$ cat config.mk
export PLATFORM = sky130hd
export DESIGN_NAME = imem_load_ctrl_flat
export DESIGN_NICKNAME = d
export VERILOG_FILES = /design/src/rtl/imem_load_ctrl_if.sv /design/src/rtl/imem_load_ctrl.sv /design/src/flat_wrapper.sv
export SDC_FILE = /design/constraint.sdc
export NUM_CORES = 1
export LEC_CHECK = 0
export ABC_AREA = 1
export BUFFER_PORTS_ARGS = -buffer_cell sky130_fd_sc_hd__buf_2
export CAP_MARGIN = 40
export CORE_ASPECT_RATIO = 1.2
export CORE_MARGIN = 2
export CORE_UTILIZATION = 57
export DETAILED_ROUTE_END_ITERATION = 7
export GPL_ROUTABILITY_DRIVEN = 0
export PLACE_DENSITY = 0.8
export SYNTH_ARGS = -nofsm -noshare
export SYNTH_HDL_FRONTEND = slang
export SYNTH_SLANG_ARGS = --single-unit
$ cat constraint.sdc
create_clock -name clk -period 1.9 [get_ports clk]
set_clock_uncertainty 0.05 [all_clocks]
set_input_delay 0.38 -clock clk [delete_from_list [all_inputs] [get_ports clk]]
set_output_delay 0.38 -clock clk [all_outputs]
set_load 0.005 [all_outputs]
$ cat src/rtl/imem_load_ctrl_if.sv
// Instruction-memory write bus driven by the serial loader.
// The master side presents address, data and a one-cycle write strobe.
interface imem_load_ctrl_if #(
  parameter int unsigned ADDR_W = 10,
  parameter int unsigned DATA_W = 40
);
  logic [ADDR_W-1:0] imem_write_adr;
  logic [DATA_W-1:0] imem_in;
  logic              imem_write;

  modport master (output imem_write_adr, output imem_in, output imem_write);
  modport slave  (input  imem_write_adr, input  imem_in, input  imem_write);
endinterface

$ cat src/rtl/imem_load_ctrl.sv
// Framed serial loader for the core instruction memory: synchronises the pad
// byte strobe and mode pins, assembles checked frames, and owns core hold / pad enables.
module imem_load_ctrl #(
  parameter int unsigned ADDR_W      = 10,
  parameter int unsigned DATA_W      = 40,
  parameter int unsigned SYNC_STAGES = 2
) (
  input  logic                clk,
  input  logic                reset,
  input  logic                sclk,
  input  logic [1:0]          modesel,
  input  logic [7:0]          byte_in,
  imem_load_ctrl_if.master    imem,
  output logic                core_hold,
  output logic                io_a_input_enable,
  output logic                io_a_output_enable,
  output logic                io_b_input_enable,
  output logic                io_b_output_enable,
  output logic                frame_error,
  output logic [ADDR_W:0]     word_count
);

  localparam int unsigned FRAME_W = ADDR_W + DATA_W;
  localparam int unsigned NBYTES  = (FRAME_W + 7) / 8;
  localparam int unsigned SHIFT_W = 56;
  localparam int unsigned CNT_W   = 3;
  localparam int unsigned WC_W    = ADDR_W + 1;

  localparam logic [CNT_W-1:0] LAST_BYTE = CNT_W'(NBYTES - 1);
  localparam logic [WC_W-1:0]  WC_MAX    = WC_W'(1) << ADDR_W;

  typedef enum logic [1:0] {
    ST_HALT = 2'd0,
    ST_RUN  = 2'd1,
    ST_LOAD = 2'd2
  } state_e;

  state_e                        state_q, state_d;
  logic [SYNC_STAGES-1:0]        sclk_sync_q, sclk_sync_d;
  logic                          sclk_prev_q, sclk_prev_d;
  logic [SYNC_STAGES-1:0][1:0]   mode_sync_q, mode_sync_d;
  logic [CNT_W-1:0]              byte_cnt_q, byte_cnt_d;
  logic [SHIFT_W-1:0]            frame_q, frame_d;
  logic                          done_q, done_d;
  logic                          wr_pend_q, wr_pend_d;
  logic                          imem_write_q, imem_write_d;
  logic [ADDR_W-1:0]             adr_q, adr_d;
  logic [DATA_W-1:0]             data_q, data_d;
  logic                          frame_error_q, frame_error_d;
  logic [WC_W-1:0]               word_count_q, word_count_d;
  logic                          core_hold_q, core_hold_d;
  logic                          io_b_oe_q, io_b_oe_d;

  logic                          sclk_s;
  logic                          sclk_rise_c;
  logic [1:0]                    mode_s;
  state_e                        mode_state_c;
  logic                          in_load_c;
  logic                          load_entry_c;
  logic                          header_ok_c;

  assign sclk_s       = sclk_sync_q[SYNC_STAGES-1];
  assign mode_s       = mode_sync_q[SYNC_STAGES-1];
  assign sclk_rise_c  = sclk_s & ~sclk_prev_q;
  assign header_ok_c  = (frame_q >> FRAME_W) == SHIFT_W'(0);

  // Mode pins map straight onto the target state; reserved code holds the core.
  always_comb begin
    mode_state_c = ST_HALT;
    case (mode_s)
      2'b00:   mode_state_c = ST_RUN;
      2'b01:   mode_state_c = ST_LOAD;
      default: mode_state_c = ST_HALT;
    endcase
  end

  assign in_load_c    = (state_q == ST_LOAD) && (mode_state_c == ST_LOAD);
  assign load_entry_c = (state_q != ST_LOAD) && (mode_state_c == ST_LOAD);

  always_comb begin
    state_d       = state_q;
    sclk_sync_d   = {sclk_sync_q[SYNC_STAGES-2:0], sclk};
    mode_sync_d   = {mode_sync_q[SYNC_STAGES-2:0], modesel};
    sclk_prev_d   = sclk_s;
    byte_cnt_d    = byte_cnt_q;
    frame_d       = frame_q;
    done_d        = 1'b0;
    wr_pend_d     = 1'b0;
    imem_write_d  = wr_pend_q;
    adr_d         = adr_q;
    data_d        = data_q;
    frame_error_d = frame_error_q;
    word_count_d  = word_count_q;
    core_hold_d   = core_hold_q;
    io_b_oe_d     = io_b_oe_q;

    state_d = mode_state_c;

    // Any cycle not steadily in LOAD drops a partial frame (and a colliding byte).
    if (!in_load_c) begin
      byte_cnt_d = '0;
    end else if (sclk_rise_c) begin
      frame_d = (byte_cnt_q == '0) ? SHIFT_W'(byte_in)
                                   : {frame_q[SHIFT_W-9:0], byte_in};
      if (byte_cnt_q == LAST_BYTE) begin
        byte_cnt_d = '0;
        done_d     = 1'b1;
      end else begin
        byte_cnt_d = byte_cnt_q + CNT_W'(1);
      end
    end

    // A completed frame finishes its write even if the mode moves on meanwhile.
    if (done_q) begin
      if (header_ok_c) begin
        adr_d     = frame_q[FRAME_W-1:DATA_W];
        data_d    = frame_q[DATA_W-1:0];
        wr_pend_d = 1'b1;
      end else begin
        frame_error_d = 1'b1;
      end
    end

    if (wr_pend_q && (word_count_q != WC_MAX)) begin
      word_count_d = word_count_q + WC_W'(1);
    end

    if (load_entry_c) begin
      word_count_d  = '0;
      frame_error_d = 1'b0;
    end

    core_hold_d = (state_d != ST_RUN);
    io_b_oe_d   = (state_d == ST_RUN);
  end

  // Mode chain resets to the HALT code so the core stays held while it refills.
  always_ff @(posedge clk or negedge reset) begin
    if (!reset) begin
      state_q       <= ST_HALT;
      sclk_sync_q   <= '0;
      sclk_prev_q   <= 1'b0;
      mode_sync_q   <= {SYNC_STAGES{2'b10}};
      byte_cnt_q    <= '0;
      frame_q       <= '0;
      done_q        <= 1'b0;
      wr_pend_q     <= 1'b0;
      imem_write_q  <= 1'b0;
      adr_q         <= '0;
      data_q        <= '0;
      frame_error_q <= 1'b0;
      word_count_q  <= '0;
      core_hold_q   <= 1'b1;
      io_b_oe_q     <= 1'b0;
    end else begin
      state_q       <= state_d;
      sclk_sync_q   <= sclk_sync_d;
      sclk_prev_q   <= sclk_prev_d;
      mode_sync_q   <= mode_sync_d;
      byte_cnt_q    <= byte_cnt_d;
      frame_q       <= frame_d;
      done_q        <= done_d;
      wr_pend_q     <= wr_pend_d;
      imem_write_q  <= imem_write_d;
      adr_q         <= adr_d;
      data_q        <= data_d;
      frame_error_q <= frame_error_d;
      word_count_q  <= word_count_d;
      core_hold_q   <= core_hold_d;
      io_b_oe_q     <= io_b_oe_d;
    end
  end

  assign imem.imem_write_adr = adr_q;
  assign imem.imem_in        = data_q;
  assign imem.imem_write     = imem_write_q;

  // Port A is only ever an input and port B input is unused in every state.
  assign core_hold          = core_hold_q;
  assign io_a_input_enable  = 1'b1;
  assign io_a_output_enable = 1'b0;
  assign io_b_input_enable  = 1'b0;
  assign io_b_output_enable = io_b_oe_q;
  assign frame_error        = frame_error_q;
  assign word_count         = word_count_q;

endmodule

$ cat src/flat_wrapper.sv
// flat-port wrapper written by rule: the top's interface ports become plain ports
module imem_load_ctrl_flat 
#(
  parameter int unsigned ADDR_W      = 10,
  parameter int unsigned DATA_W      = 40,
  parameter int unsigned SYNC_STAGES = 2
)
  (clk, reset, sclk, modesel, byte_in, core_hold, io_a_input_enable, io_a_output_enable, io_b_input_enable, io_b_output_enable, frame_error, word_count, imem_imem_write_adr, imem_imem_in, imem_imem_write);
  imem_load_ctrl_if #(.ADDR_W(ADDR_W), .DATA_W(DATA_W)) imem_i ();
  input  logic clk;
  input  logic reset;
  input  logic sclk;
  input  logic [1:0] modesel;
  input  logic [7:0] byte_in;
  output logic core_hold;
  output logic io_a_input_enable;
  output logic io_a_output_enable;
  output logic io_b_input_enable;
  output logic io_b_output_enable;
  output logic frame_error;
  output logic [ADDR_W:0] word_count;
  output wire logic [$bits(imem_i.imem_write_adr)-1:0] imem_imem_write_adr;
  output wire logic [$bits(imem_i.imem_in)-1:0] imem_imem_in;
  output wire logic [$bits(imem_i.imem_write)-1:0] imem_imem_write;
  assign imem_imem_write_adr = imem_i.imem_write_adr;
  assign imem_imem_in = imem_i.imem_in;
  assign imem_imem_write = imem_i.imem_write;
  imem_load_ctrl #(.ADDR_W(ADDR_W), .DATA_W(DATA_W), .SYNC_STAGES(SYNC_STAGES)) u_core (.clk(clk), .reset(reset), .sclk(sclk), .modesel(modesel), .byte_in(byte_in), .imem(imem_i), .core_hold(core_hold), .io_a_input_enable(io_a_input_enable), .io_a_output_enable(io_a_output_enable), .io_b_input_enable(io_b_input_enable), .io_b_output_enable(io_b_output_enable), .frame_error(frame_error), .word_count(word_count));
endmodule
==> metrics.yaml <==
worst_stage_delay_on_the_critical_path_ns: 0.45
grt_pass1_wl_um: 20440
cp.buffers_inverters: 1
cp_data_required_time_ns: 2.20
cts_made_buffers: 17
power_density_nw_per_um2: 972.2
synth.lib_cells_used.distinct: 28
status: "finished clean"
crit_path_cell_trace: "inv_1 -> ha_1 -> nand3_1 -> nor2_1 -> nor2_4 -> nor2_4 -> nand2_1 -> nand2_1"
first_iter_violations: 316
areaGrowthSynthToFinish_pct: 20.40
post_synth_inst_count: 610
critPathCaptureType: "flop"
timing.final.max_slew_violations: 0
synthSimpleGateAreaFrac_pct: 21.69
gr-usage-all-layers_pct: 24.98
power.clock.fraction_pct: 52.0
start_kind: "flop"
clock_sink_count: 134
syn-mean-instance-area_um2: 9.060
path_clk_slew_ns: 0.06
floorplan.initialDensity_pct: 58.38
detailroute.via_count: 4396
synth_compound_gate_area_share_pct: 10.53
maximum_vdd_drop_v: 0.0006413
route.final.wire_length_um: 12050
intPower_mw: 5.126
avgRoutedWirePerCell_um: 14.66
grt_max_degree: 62
drc_errors: 0
slowest_stage: "dfrtp_1"
static-leakage-power_nw: 3.471
final_total_pwr_mw: 6.469
ys_seq_elements: 134
synth_adder_area_share_pct: 0.4528
total_switching_power_mw: 1.343
clock.fmax_ghz: 0.5920
yosysSeqAreaShare_pct: 60.74
finalCriticalPeriod_ns: 1.689
core_area_um2: 9467
cts-htree-levels: 4
max_cap_violations: 0
final_cell_mix: "nand2_1 (224), dfrtp_1 (131), o21ai_0 (87), buf_2 (76)"
number_of_primary_i_o_pins: 81
fraction_of_final_layout_cells_with_drive_strength_greater_than_1_pct: 20.31
pwr-share-seq_pct: 45.6
grt_antenna_before_repair: 0
n_fill_cell: 698
cp_max_fo: 11
place.detailed.hpwl_um: 7805
critical_path_arrival_ns: 1.99
rows: 39
area_of_the_mapped_netlist_um2: 5527
most_common_cell_after_layout_fill_and_taps_aside: "nand2_1"
report.final.hold_viol_count: 0
number_of_global_route_vias_before_repair: 4258
diodes: 0
cts_tree: "done"
post_drt_via_cell_ratio: 5.348
fraction_of_power_spent_switching_nets_pct: 20.76
yosys_most_used_dff: "dfrtp_1"
antenna_left: 0
synth_warnings: 0
cts_root_buffer: "clkbuf_16"
setup-violations-final: 0
drt-pass1-iter-count: 5
synth-async-reset-ratio_pct: 100.0
cts_setup_buffers: 0
period_share_pct: 88.90
final.setup.tns_ns: 0
synth_top_cell_by_area: "dfrtp_1"
nNetsFinal: 701
synth_enable_flop_cells: 0
yosys.area_share.xor_xnor_pct: 0.4754
critPathTopFamily: "simple AND/OR/NAND/NOR gates"
insertion_delay_ns: 0.42
setup_repair_after_global_routing_missed_its_margin: "no"
muxShareOfSynthArea_pct: 0
timing.setup.critical_path_class: "reg2reg"
leftover_overflow_at_the_end_of_global_routing: 0
fp.dieArea_um2: 10500
post_synth_main_area_contributors: "dfrtp_1 (59%), nand2_1 (15%), o21ai_0 (7.9%), nand3_1 (2.4%), inv_1 (2.0%)"
comb_power_share_pct: 2.4
floorplan.die.width_um: 93.89
post-synth-top-area-fraction_pct: 59.32
synth_top_family_by_area: "simple AND/OR/NAND/NOR gates"
buffer_ports.inserted: 77
dieHeight_um: 111.9
clock_path_buffers: 2
worstHoldPathType: "in2reg"
-- per-layer routing --
metal | wire length, um | vias up | GRT usage, %
li1 | - | 2105 | -
met2 | 6084 | 130 | 38.24
met5 | 0 | - | 0
met3 | 583 | 25 | 5.480
met1 | 5109 | 2136 | 34.22
met4 | 275 | 0 | 11.69
-- sequential cells by signal, indices dropped and copies added, names as in the netlist, 2 cells and up --
register,cells
u_core.byte_cnt_q,3
u_core.frame_q,56
u_core.imem.imem_in,40
u_core.imem.imem_write_adr,10
u_core.mode_s,2
u_core.mode_sync_d,2
u_core.sclk_sync_q,2
u_core.state_q,2
u_core.word_count,11
-- final cells by class --
cell class	count	area, um2	area share (%)
Clock buffer	21	470.5	7.070
Clock inverter	11	147.6	2.219
Inverter	30	112.6	1.692
Multi-Input combinational cell	410	1848	27.77
Sequential cell	134	3357	50.45
Tap cell	123	153.9	2.313
Timing Repair Buffer	93	564.3	8.481
-- logic make-up (layout without fill, tap and decap cells) --
logic type / Yosys count / in the layout
AOI/OAI and AO/OA: 108 / 108
buffers and inverters: 67 / 155
other: 2 / 3
adders and majority gates: 2 / 2
xor gates and xnor gates: 3 / 3
DFF: 134 / 134
and+or+nand+nor: 294 / 294
-- timing repair --
item | 4_1_cts | 5_1_grt
endpoints found under the hold margin | 47 | 0
setup endpoints to repair | 0 | 10
hold buffers | 1 | 0
gates resized for setup | 0 | 1
-- cell usage after synthesis (4+ instances only) --
cell and count:
nand2_1 224, dfrtp_1 131, o21ai_0 87, inv_1 30, nor2_1 30, nand3_1 26
clkbuf_1 12, buf_2 11, a21oi_2 9, buf_4 9, o21ai_1 7, nand4_1 6
buf_6 4
-- through the flow --
step	instance area (um2)	std cells	setup slack (ns)	hold slack, ns	util [%]
finish	6654	822	0.2108	0.01944	70.29
global route	6654	822	0.04254	0.008379	70.29
CTS	6649	822	0.1317	0.01010	70.24
detailed placement	6021	789	0.1433	0.1620	63.60
global placement	6021	789	0.3136	0.1609	63.60
floorplan	5530	611	0.5064	0.03441	-
-- worst paths after layout --
check                                              end  depth (start not counted)  slack [ns]                   from
worst max-delay path              u_core.word_count[4]                          8        0.21   u_core.word_count[0]
worst min-delay path             u_core.mode_sync_d[3]                          1        0.02             modesel[1]
worst max register to register    u_core.word_count[4]                          8        0.21   u_core.word_count[0]
worst min register to register        u_core.mode_s[0]                          0        0.31  u_core.mode_sync_d[2]
max in group asynchronous       u_core.imem.imem_in[8]                          3        0.96                  reset
min in group asynchronous           u_core.frame_q[28]                          2        0.31                  reset
-- power by group through the flow --
stage / clock [mW] / combinational [mW] / sequential (mW)
floorplan: 0 / 0.0629 / 2.99
global placement: 0 / 0.148 / 3.00
detailed placement: 0 / 0.153 / 3.00
CTS: 3.40 / 0.160 / 2.95
global route: 3.54 / 0.180 / 2.96
finish: 3.36 / 0.155 / 2.95
No activity file was read; power rests on OpenSTA's default activity.
